File: src/rtl/logic_accum_unit_if.sv
// Operand/result handshake bundle for logic_accum_unit.
// The parity signal exists only when LOGIC_ACCUM_PARITY_EN is defined.
interface logic_accum_unit_if #(
  parameter int W         = 8,
  parameter int MAX_BEATS = 16
);
  localparam int CW = $clog2(MAX_BEATS + 1);

  logic          in_valid;
  logic          in_ready;
  logic [1:0]    op;
  logic          acc_mode;
  logic          last;
  logic [W-1:0]  a;
  logic [W-1:0]  b;
  logic          out_valid;
  logic          out_ready;
  logic [W-1:0]  y;
  logic          any;
  logic [CW-1:0] count;
  logic          ovf;
`ifdef LOGIC_ACCUM_PARITY_EN
  logic          parity;

  modport master (
    output in_valid, op, acc_mode, last, a, b, out_ready,
    input  in_ready, out_valid, y, any, count, ovf, parity
  );
  modport slave (
    input  in_valid, op, acc_mode, last, a, b, out_ready,
    output in_ready, out_valid, y, any, count, ovf, parity
  );
`else
  modport master (
    output in_valid, op, acc_mode, last, a, b, out_ready,
    input  in_ready, out_valid, y, any, count, ovf
  );
  modport slave (
    input  in_valid, op, acc_mode, last, a, b, out_ready,
    output in_ready, out_valid, y, any, count, ovf
  );
`endif
endinterface

File: src/rtl/logic_accum_unit.sv
// Registered W-bit AND/OR/XOR/NOR unit with pair mode and multi-beat accumulate mode.
// Optional parity output is enabled with the LOGIC_ACCUM_PARITY_EN macro.
module logic_accum_unit #(
  parameter int W         = 8,
  parameter int MAX_BEATS = 16
) (
  input logic             clk,
  input logic             rst,
  logic_accum_unit_if.slave bus
);
  localparam int CW = $clog2(MAX_BEATS + 1);

  typedef enum logic {IDLE, ACCUM} state_t;

  state_t        state, state_next;
  logic [W-1:0]  acc, acc_next;
  logic [CW-1:0] beats, beats_next;
  logic [1:0]    lop, lop_next;

  logic          accept;
  logic          in_ready;
  logic          load;
  logic [W-1:0]  res_y;
  logic [CW-1:0] res_count;
  logic          res_ovf;
  logic [W-1:0]  acc_sum;
  logic [CW-1:0] beat_sum;
  logic          hit_max;

  logic          out_valid_q;
  logic [W-1:0]  y_q;
  logic          any_q;
  logic [CW-1:0] count_q;
  logic          ovf_q;

  function automatic logic [W-1:0] ident(input logic [1:0] f_op);
    return (f_op == 2'b00) ? {W{1'b1}} : {W{1'b0}};
  endfunction

  // NOR accumulates as OR; the inversion happens once when the packet closes.
  function automatic logic [W-1:0] fold(input logic [1:0] f_op, input logic [W-1:0] x,
                                        input logic [W-1:0] v);
    case (f_op)
      2'b00:   return x & v;
      2'b10:   return x ^ v;
      default: return x | v;
    endcase
  endfunction

  function automatic logic [W-1:0] finish(input logic [1:0] f_op, input logic [W-1:0] x);
    return (f_op == 2'b11) ? ~x : x;
  endfunction

  assign in_ready = ~out_valid_q | bus.out_ready;
  assign accept   = bus.in_valid & in_ready;

  // Next-state logic and the result to load into the output register.
  always_comb begin
    state_next = state;
    acc_next   = acc;
    beats_next = beats;
    lop_next   = lop;
    load       = 1'b0;
    res_y      = '0;
    res_count  = '0;
    res_ovf    = 1'b0;
    acc_sum    = fold(lop, acc, bus.a);
    beat_sum   = beats + CW'(1);
    hit_max    = (beat_sum == CW'(MAX_BEATS));
    if (accept) begin
      case (state)
        IDLE: begin
          if (!bus.acc_mode) begin
            load      = 1'b1;
            res_count = CW'(1);
            case (bus.op)
              2'b00: res_y = bus.a & bus.b;
              2'b01: res_y = bus.a | bus.b;
              2'b10: res_y = bus.a ^ bus.b;
              2'b11: res_y = ~(bus.a | bus.b);
            endcase
          end else if (bus.last) begin
            load      = 1'b1;
            res_count = CW'(1);
            res_y     = finish(bus.op, fold(bus.op, ident(bus.op), bus.a));
          end else begin
            lop_next   = bus.op;
            acc_next   = fold(bus.op, ident(bus.op), bus.a);
            beats_next = CW'(1);
            state_next = ACCUM;
          end
        end
        ACCUM: begin
          if (bus.last || hit_max) begin
            load       = 1'b1;
            res_y      = finish(lop, acc_sum);
            res_count  = beat_sum;
            res_ovf    = hit_max & ~bus.last;
            acc_next   = '0;
            beats_next = '0;
            state_next = IDLE;
          end else begin
            acc_next   = acc_sum;
            beats_next = beat_sum;
          end
        end
      endcase
    end
  end

  always_ff @(posedge clk) begin
    if (rst) state <= IDLE;
    else     state <= state_next;
  end

  always_ff @(posedge clk) begin
    if (rst) begin
      acc   <= '0;
      beats <= '0;
      lop   <= 2'b00;
    end else begin
      acc   <= acc_next;
      beats <= beats_next;
      lop   <= lop_next;
    end
  end

  // A fresh result wins over a same-edge consume, so out_valid stays high on a swap.
  always_ff @(posedge clk) begin
    if (rst) begin
      out_valid_q <= 1'b0;
      y_q         <= '0;
      any_q       <= 1'b0;
      count_q     <= '0;
      ovf_q       <= 1'b0;
    end else if (load) begin
      out_valid_q <= 1'b1;
      y_q         <= res_y;
      any_q       <= |res_y;
      count_q     <= res_count;
      ovf_q       <= res_ovf;
    end else if (out_valid_q && bus.out_ready) begin
      out_valid_q <= 1'b0;
    end
  end

`ifdef LOGIC_ACCUM_PARITY_EN
  logic parity_q;

  always_ff @(posedge clk) begin
    if (rst)       parity_q <= 1'b0;
    else if (load) parity_q <= ^res_y;
  end

  assign bus.parity = parity_q;
`endif

  assign bus.in_ready  = in_ready;
  assign bus.out_valid = out_valid_q;
  assign bus.y         = y_q;
  assign bus.any       = any_q;
  assign bus.count     = count_q;
  assign bus.ovf       = ovf_q;
endmodule

File: src/flat_wrapper.sv
// flat-port wrapper written by rule: the top's interface ports become plain ports
module logic_accum_unit_flat 
#(
  parameter int W         = 8,
  parameter int MAX_BEATS = 16
)
  (clk, rst, bus_in_valid, bus_op, bus_acc_mode, bus_last, bus_a, bus_b, bus_out_ready, bus_in_ready, bus_out_valid, bus_y, bus_any, bus_count, bus_ovf);
  logic_accum_unit_if #(.W(W), .MAX_BEATS(MAX_BEATS)) bus_i ();
  input logic clk;
  input logic rst;
  input wire logic [$bits(bus_i.in_valid)-1:0] bus_in_valid;
  input wire logic [$bits(bus_i.op)-1:0] bus_op;
  input wire logic [$bits(bus_i.acc_mode)-1:0] bus_acc_mode;
  input wire logic [$bits(bus_i.last)-1:0] bus_last;
  input wire logic [$bits(bus_i.a)-1:0] bus_a;
  input wire logic [$bits(bus_i.b)-1:0] bus_b;
  input wire logic [$bits(bus_i.out_ready)-1:0] bus_out_ready;
  output wire logic [$bits(bus_i.in_ready)-1:0] bus_in_ready;
  output wire logic [$bits(bus_i.out_valid)-1:0] bus_out_valid;
  output wire logic [$bits(bus_i.y)-1:0] bus_y;
  output wire logic [$bits(bus_i.any)-1:0] bus_any;
  output wire logic [$bits(bus_i.count)-1:0] bus_count;
  output wire logic [$bits(bus_i.ovf)-1:0] bus_ovf;
  assign bus_i.in_valid = bus_in_valid;
  assign bus_i.op = bus_op;
  assign bus_i.acc_mode = bus_acc_mode;
  assign bus_i.last = bus_last;
  assign bus_i.a = bus_a;
  assign bus_i.b = bus_b;
  assign bus_i.out_ready = bus_out_ready;
  assign bus_in_ready = bus_i.in_ready;
  assign bus_out_valid = bus_i.out_valid;
  assign bus_y = bus_i.y;
  assign bus_any = bus_i.any;
  assign bus_count = bus_i.count;
  assign bus_ovf = bus_i.ovf;
  logic_accum_unit #(.W(W), .MAX_BEATS(MAX_BEATS)) u_core (.clk(clk), .rst(rst), .bus(bus_i));
endmodule
File: config.mk
export PLATFORM = sky130hd
export DESIGN_NAME = logic_accum_unit_flat
export DESIGN_NICKNAME = d
export VERILOG_FILES = /design/src/rtl/logic_accum_unit_if.sv /design/src/rtl/logic_accum_unit.sv /design/src/flat_wrapper.sv
export SDC_FILE = /design/constraint.sdc
export NUM_CORES = 1
export LEC_CHECK = 0
export CAP_MARGIN = 20
export CORE_UTILIZATION = 25
export CTS_BUF_LIST = sky130_fd_sc_hd__clkbuf_16
export DETAILED_ROUTE_END_ITERATION = 12
export PLACE_DENSITY_LB_ADDON = 0.08
export SETUP_SLACK_MARGIN = 0.4
export SYNTH_ARGS = -nofsm -noshare
export SYNTH_HDL_FRONTEND = slang
export SYNTH_SLANG_ARGS = --single-unit
File: constraint.sdc
create_clock -name clk -period 3.5 [get_ports clk]
set_input_delay 0.875 -clock clk [delete_from_list [all_inputs] [get_ports clk]]
set_output_delay 0.875 -clock clk [all_outputs]
set_load 0.1 [all_outputs]
**Word-level counts from Yosys, hierarchy flattened**

Cells that the tools add are included.

- Register bits after elaboration: 32
- Output and inout bits: 17

- Add/subtract/negate cells: 1
- Equal/unequal tests: 8
- Mux-type cells: 42
- Bitwise logic cells: 18
- Reduce and logical (&&, ||, !) cells: 8

Operator list:

| operator | count |
|---|---|
| $mux 8 | 14 |
| $pmux 8 s2 | 4 |
| $pmux 8 s4 | 1 |
| $mux 5 | 6 |
| $and 8x8->8 | 3 |
| $not 8->8 | 3 |
| $or 8x8->8 | 3 |
| $xor 8x8->8 | 3 |
| $pmux 5 s2 | 2 |
| $mux 1 | 13 |
| $eq 2x2->1 const B | 4 |
| $reduce_or 8->1 | 1 |
| $add 5x1->5 const B | 1 |
| $eq 5x5->1 const B | 1 |
| $logic_not 2->1 | 2 |
| $ne 2x2->1 const B | 2 |
| $pmux 1 s2 | 2 |
| $reduce_and 4->1 | 1 |
| $not 1->1 | 3 |
| $reduce_and 3->1 | 1 |
| $and 1x1->1 | 2 |
| $eq 2x1->1 const B | 1 |
| $reduce_bool 2->1 | 1 |
| $logic_and 1x1->1 | 1 |
| 2 further kinds | 2 |

**Logic depth before layout (Yosys ltp)**

Gate-level depths: netlist of run 1.

- Word-level depth: 15
- Gate-level depth with buffers: 10
- Depth with buffers taken out: 8

**Least setup slack after synthesis of run 1**

Ideal clock, no wire load.

- Kind: reg2reg
- From: reg u_core.out_valid_q (netlist: u_core.bus.out_valid)
- To: reg u_core.any_q (netlist: u_core.bus.any)
- Arrival time: 3021 ps
- Path slack: 390 ps
- Cell stages (with the launch flop): 7
- Buffers on the path: 1
- Cells stage by stage: dfxtp_1 nand2b_1 and2_1 clkbuf_1 o211a_1 a32o_1 a311oi_2

- Word-level cells in the longest chain between the ends: 5

Ends and longest elaborated chain:

| element | RTL line | source |
|---|---|---|
| start: declaration | logic_accum_unit.sv:30 | `logic out_valid_q;` |
| start signal: assignment | logic_accum_unit.sv:131 | `out_valid_q <= 1'b0;` |
| start signal: assignment | logic_accum_unit.sv:137 | `out_valid_q <= 1'b1;` |
| start signal: assignment | logic_accum_unit.sv:143 | `out_valid_q <= 1'b0;` |
| $not 1->1 (*) | logic_accum_unit.sv:54 | `assign in_ready = ~out_valid_q \| bus.out_ready;` |
| $or 1x1->1 (*) | logic_accum_unit.sv:54 |  |
| via bus_in_ready | flat_wrapper.sv:18 | `output wire logic [$bits(bus_i.in_ready)-1:0] bus_in_ready;` |
| $and 1x1->1 (*) | logic_accum_unit.sv:55 | `assign accept = bus.in_valid & in_ready;` |
| $mux 8 | logic_accum_unit.sv:70 | `if (accept) begin` |
| $reduce_or 8->1 | logic_accum_unit.sv:139 | `any_q <= \|res_y;` |
| end signal: assignment | logic_accum_unit.sv:139 |  |
| end: declaration | logic_accum_unit.sv:32 | `logic any_q;` |

Mark *: on every way through the listed nets, which the timed path passes. The rest lies on a longest branch.
A chain may end at the register's enable or synchronous reset.

**Worst setup path in the final report of run 1**

- From: in bus_op[1]
- To: reg u_core.any_q (netlist: u_core.bus.any)

- Word-level cells in the longest chain between the ends: 15

Ends and longest elaborated chain:

| element | RTL line | source |
|---|---|---|
| start: declaration | flat_wrapper.sv:12 | `input wire logic [$bits(bus_i.op)-1:0] bus_op;` |
| $logic_not 2->1 | logic_accum_unit.sv:37, logic_accum_unit.sv:43, logic_accum_unit.sv:76 |  |
| $mux 8 | logic_accum_unit.sv:37 | `return (f_op == 2'b00) ? {W{1'b1}} : {W{1'b0}};` |
| $or 8x8->8 (tied with other cells) | logic_accum_unit.sv:46 | `default: return x \| v;` |
| $pmux 8 s2 | logic_accum_unit.sv:43 | `case (f_op)` |
| $mux 8 | logic_accum_unit.sv:82 | `end else if (bus.last) begin` |
| $mux 8 | logic_accum_unit.sv:73 | `if (!bus.acc_mode) begin` |
| $mux 8 | logic_accum_unit.sv:71 | `case (state)` |
| $mux 8 | logic_accum_unit.sv:70 |  |
| $not 8->8 | logic_accum_unit.sv:51 | `return (f_op == 2'b11) ? ~x : x;` |
| $mux 8 | logic_accum_unit.sv:51 |  |
| $mux 8 | logic_accum_unit.sv:82 |  |
| $mux 8 (*) | logic_accum_unit.sv:73 |  |
| $pmux 8 s2 (*) | logic_accum_unit.sv:71 |  |
| $mux 8 (*) | logic_accum_unit.sv:70 |  |
| $reduce_or 8->1 (*) | logic_accum_unit.sv:139 |  |

Every way passes the cells marked *; elsewhere a longest branch is shown, timed or not. The select of a mux whose other input is x is not followed.

==> results.toml, run 1 <==
[synthesis]
ys_seq_area_frac = 0.240
ys.flop_type = "dfxtp_1"
ys_ff_latch = 32
synthMuxAreaShare = 0.0272
syn_nets = 380
avgSynthCellArea_um2 = 8.28
synthCells = 322
yosys.area_share.simple = 0.150
synthesis.area_um2 = 2670
synth.distinct_cells = 46
synth_top_family_by_area = "compound AO/OA/AOI/OAI gates"
synth_compound_area_frac = 0.251
synth_edf_count = 0
async_flop_share = 0
yosys_warnings = 0
synth-adder-area-share = 0.160
synth-xor-area-share = 0.0887

[sta]
rsz0062_at_grt = "no"
fin_crit_sh = 0.801
skew_ns = 0.00483
final.setup.tns_ns = 0
drv_slew = 0
max-slew-margin-rel = 0.371
whs_ns = 0.455
hold_viol = 0
timing.fmax_mhz = 357
period_minus_slack_ns = 2.80
setup_violations = 0
worst_slew_pin_slew_ns = 0.942

[clock_tree]
cts.sink_count = 32
cts_resized = 0
clockBufferDepth = 2
htreeDepth = 2
cts-hold-fix-buffers = 0
postCtsSetupRepairBufs = 0
cts_tree = "yes"
cts_made_buffers = 5
clockRootBuffer = "clkbuf_16"
clk_pin_slew_ns = 0.06
clock_latency_ns = 0.28

[critical_path]
worstPathRequired_ns = 3.69
critPathKind = "in2reg"
timing.rr.start = "u_core.lop[1]"
critPathArrivalTime_ns = 3.00
ff2ff_path_depth = 7
reg2reg_slack_ns = 1.38
worst_r2r_endpoint = "u_core.bus.any"
endpoint_kind = "register"
worstPathMaxFanout = 2
start_kind = "input port"

[layout]
nets = 414
area_growth_pct = 24.4
fillers = 1087
layout-drive-gt1-share = 0.120
fin_area_um2 = 3320
fin_cells = 493
diodes = 0

[min_path]
hold_class = "reg2reg"
hold_path_depth = 2
worst_hold_path.endpoint = "u_core.bus.count[1]"
holdCritStartpoint = "u_core.bus.count[1]"

[floorplanning]
core_area_um2 = 10300
floorplan.die_area_um2 = 11100
dieHeight_um = 105
rows = 37
die_x_um = 105
pin_count = 41
start_util = 0.258

[global_route]
grt_pass1_wl_um = 12700
track_usage = 0.144
grt_max_degree = 33
grt-ovfl-total = 0
antenna_found_initial = 0
grt_pass1_vias = 2424

[route]
via_count = 2378
wl_um = 7490
wl_per_cell_um = 15.2
drc = 0
ant_nets = 0
routed_via_density = 4.82
drt_iter0_drc = 73
first_pass_iters = 5

[place]
routabilityCongestion = 0.709
dpl_cell_area_um2 = 3150
port_buffers = 40
dp_hpwl_um = 5430
place_inst = 485

[outcome]
outcome = "complete, no violations"

[power_and_ir_drop]
pwr_density_cell_nw_per_um2 = 381
ir_drop_v = 0.000210
p_leak_nw = 1.42

[run]
drv_cap = 0
-- per-stage QoR --
stage	power [mW]	util	setup WS (ns)
after detailed placement	0.774	0.306	0.420
final	1.26	0.321	0.697
after floorplan	0.666	-	0.567
after global placement	0.772	0.306	0.420
after CTS	1.29	0.321	0.701
after global routing	1.33	0.321	0.590
-- registers in the layout (all words and copies together) (netlist names) --
register,count
u_core.acc,8
u_core.beats,5
u_core.bus.any,1
u_core.bus.count,5
u_core.bus.out_valid,1
u_core.bus.ovf,1
u_core.bus.y,8
u_core.lop,2
u_core.state,1
-- critical path, stage by stage --
cell	delay (ns)
clkdlybuf4s50_1	0.44
or2_2	0.29
ha_1	0.21
xor2_1	0.15
a211o_1	0.30
a2111o_1	0.38
and4_4	0.18
a311oi_2	0.18
-- Yosys cell counts (2+ instances only) --
library cell	number	area [um2]
a211o_1	2	17.5
a211oi_1	27	203
a21o_1	4	30.0
a21oi_1	29	145
a221oi_1	8	70.1
a22oi_1	6	45.0
a31oi_1	3	18.8
and2_1	4	25.0
buf_1	2	7.51
buf_2	5	25.0
buf_4	3	22.5
buf_6	2	22.5
clkbuf_1	10	37.5
dfxtp_1	32	641
ha_1	34	425
inv_1	24	90.1
mux2_2	2	22.5
mux2i_1	5	50.1
nand2_1	19	71.3
nand2b_1	5	31.3
nand3_1	2	10.0
nand4b_1	3	26.3
nor2_1	16	60.1
nor2b_1	13	81.3
nor3_1	5	25.0
o21ai_0	4	20.0
o21ai_1	4	20.0
o22ai_1	4	25.0
or2_2	3	18.8
xnor2_1	10	87.6
xor2_1	17	149
-- placed cells by master, fill, tap and decap left out, drive strengths merged, types with 2 or more instances in the layout --
cell and n:
a211oi 27, o21ai 8, ha 34, nand2b 5, mux2 2, dfxtp 32, xor2 17, a221oi 8
nor2 16, a22oi 6, inv 25, a21o 4, nor2b 13, nor3 5, mux2i 5, a311oi 2
o22ai 4, and2 4, clkinv 2, nand4b 3, buf 27, a31oi 3, or2 3, clkdlybuf4s50 23
nand3 2, xnor2 10, clkbuf 5, a211o 2, a21oi 29, nand2 20
-- power by group --
part           leakage (nW)  internal [mW]  switching [mW]
Sequential            0.261          0.385          0.0154
Combinational          1.08          0.131           0.232
Clock                0.0850          0.332           0.169
-- per-layer routing --
layer | GRT usage | wire [um] | up-vias
li1 | - | - | 1210
met1 | 0.191 | 3700 | 1129
met2 | 0.246 | 3530 | 33
met3 | 0.0210 | 198 | 6
met4 | 0.0332 | 70 | 0
met5 | 0 | 0 | -
-- layout make-up --
type,count,area (um2),share of cell area
multi-input combinational,242,1800,0.544
clock buffer,5,125,0.0377
sequential,32,641,0.193
timing repair buffer,50,445,0.134
tap,136,170,0.0513
clock inverter,3,38.8,0.0117
inverter,25,93.8,0.0283
-- cells by family after synthesis --
logic type      after synthesis
mux                           7
flops                        32
xor+xnor                     27
simple gates                 76
fa+ha+maj                    34
compound gates               98
buf+inv                      48
-- worst max-delay path by stage --
stage                          from              to  slack [ns]  cells after the start
after detailed placement  bus_op[1]  u_core.bus.any        0.42                      8
after global placement    bus_op[1]  u_core.bus.any        0.42                      8
after CTS                 bus_op[1]  u_core.bus.any        0.70                      8
after global routing      bus_op[1]  u_core.bus.any        0.59                      8
after floorplan           bus_op[1]  u_core.bus.any        0.57                     10
final                     bus_op[1]  u_core.bus.any        0.70                      8
Power figures use the tool's default switching activity.
==> run 2: changes to the inputs <==
- clock period: 3.5 -> 2.4 ns (I/O delays scaled with it)
==> run 2 against run 1 <==
  * Die area did not move
  * Sequential power rose by 45%
  * Combinational power grew 76%
  * Via count rose by 4.8%
  * Critical path type unchanged
  * Wire length increased by 1.9%
  * Global-route usage is essentially flat
  * Critical path depth is the same
  * Clock power grew 51%
  * Clock-buffer cell count stayed put
  * Cell count up 8.3%
  * Sequential share of layout area is 2.3 points lower
  * First-iteration DRC count rose by 9.6%
  * Largest power group unchanged
==> results.toml, run 2 (synthesized netlist as in run 1, its figures left out) <==
[power_and_ir_drop]
pwr_density_cell_nw_per_um2 = 523
switching_share = 0.335
power_mw = 1.98
switchingPower_mw = 0.661
clkPwrFrac = 0.383
ir_drop_v = 0.000271
p_int_mw = 1.32
pwr-share-seq = 0.294
p_leak_nw = 1.69
pwr-share-comb = 0.323

[route]
drt_iter0_drc = 80
routed_via_density = 4.66
first_pass_iters = 4
wl_per_cell_um = 14.3
ant_nets = 0
drc = 0
wl_um = 7630
via_count = 2491

[layout]
area_growth_pct = 41.8
nets = 455
diodes = 0
final_common_cell = "buf_4"
layout_common_cells = "buf_4 (61), ha_1 (32), dfxtp_1 (31), a21oi_1 (28), inv_1 (22)"
fin_area_um2 = 3780
layout-drive-gt1-share = 0.302

[critical_path]
reg2reg_slack_ns = 0.35
ff2ff_path_depth = 7
endpoint_kind = "register"
worstPathRequired_ns = 2.59
start_kind = "input port"
worstPathMaxFanout = 2
timing.rr.start = "u_core.beats[0]"
critPathArrivalTime_ns = 2.34
critPathKind = "in2reg"
worst_r2r_endpoint = "u_core.bus.any"

[sta]
skew_ns = 0.00893
setup_violations = 0
rsz0062_at_grt = "yes"
worst_slew_pin_slew_ns = 0.404
whs_ns = 0.451
fin_crit_sh = 0.896
max-slew-margin-rel = 0.731
hold_viol = 0
drv_slew = 0
period_minus_slack_ns = 2.15
timing.fmax_mhz = 465

[floorplanning]
start_util = 0.258
die_x_um = 105
dieHeight_um = 105
floorplan.die_area_um2 = 11100
core_area_um2 = 10300
rows = 37
pin_count = 41

[global_route]
grt_pass1_vias = 2539
grt_pass1_wl_um = 12600
track_usage = 0.144
antenna_found_initial = 0
grt-ovfl-total = 0
grt_max_degree = 33

[min_path]
hold_class = "reg2reg"
worst_hold_path.endpoint = "u_core.bus.ovf"
hold_path_depth = 2
holdCritStartpoint = "u_core.bus.ovf"

[run]
drv_cap = 0

[place]
dp_hpwl_um = 5630
port_buffers = 40
routabilityCongestion = 0.754
dpl_cell_area_um2 = 3470

[clock_tree]
cts.sink_count = 32
clock_latency_ns = 0.28
clockBufferDepth = 2
cts_made_buffers = 5
cts_tree = "yes"
clk_pin_slew_ns = 0.06
htreeDepth = 2
clockRootBuffer = "clkbuf_16"

[outcome]
outcome = "complete, no violations"
==> run 2: through the flow <==
step / TNS [ns] / setup WS (ns) / cells / util
2_1_floorplan: -0.209 / -0.209 / 322 / -
3_3_place_gp: -2.46 / -0.373 / 522 / 0.336
3_5_place_dp: -2.54 / -0.385 / 522 / 0.336
4_1_cts: 0 / 0.266 / 530 / 0.359
5_1_grt: 0 / 0.207 / 534 / 0.366
6_report: 0 / 0.250 / 534 / 0.366
==> run 2: how the worst max path moves through the flow <==
| stage | start | slack, ns | end |
|---|---|---|---|
| 2_1_floorplan | bus_op[1] | -0.21 | u_core.bus.any |
| 3_3_place_gp | bus_op[1] | -0.37 | u_core.bus.any |
| 3_5_place_dp | bus_op[1] | -0.39 | u_core.bus.any |
| 4_1_cts | bus_b[4] | 0.27 | u_core.bus.any |
| 5_1_grt | bus_op[0] | 0.21 | u_core.bus.any |
| 6_report | bus_op[0] | 0.25 | u_core.bus.any |
==> run 2: worst max-delay path, stage by stage <==
cell	delay (ns)
buf_6	0.09
or2_4	0.24
ha_4	0.17
xor2_2	0.14
a211o_1	0.30
a2111o_1	0.44
and4_4	0.19
a311oi_2	0.18
==> run 2: final cells by class <==
type | instances | area (um2)
multi-input cells | 242 | 1950
fillers | 1080 | 6540
repair buffers | 91 | 758
clock buffers | 5 | 125
clock inverters | 3 | 42.5
well taps | 136 | 170
inverters | 25 | 93.8
flip-flops and latches | 32 | 644
==> run 2: power groups by stage <==
stage          sequential (mW)  combinational [mW]  clock, mW
3_3_place_gp             0.593               0.604          0
5_1_grt                  0.585               0.696      0.793
6_report                 0.581               0.638      0.757
4_1_cts                  0.582               0.625      0.776
3_5_place_dp             0.593               0.603          0
2_1_floorplan            0.694               0.283          0
==> run 2: timing repair <==
| action | 4_1_cts | 5_1_grt |
|---|---|---|
| hold buffers | 0 | 0 |
| setup buffers | 0 | 4 |
| endpoints found under the setup margin | 23 | 23 |
| gates resized for setup | 48 | 18 |
| cloned | 0 | 0 |
| pin swaps | 22 | 17 |
==> run 2: layer usage <==
layer  vias up  track usage  wire length (um)
met5         -            0                 0
met4         0       0.0302                61
met3         4       0.0229               211
met2        35        0.245              3580
met1      1157        0.191              3770
li1       1295            -                 -
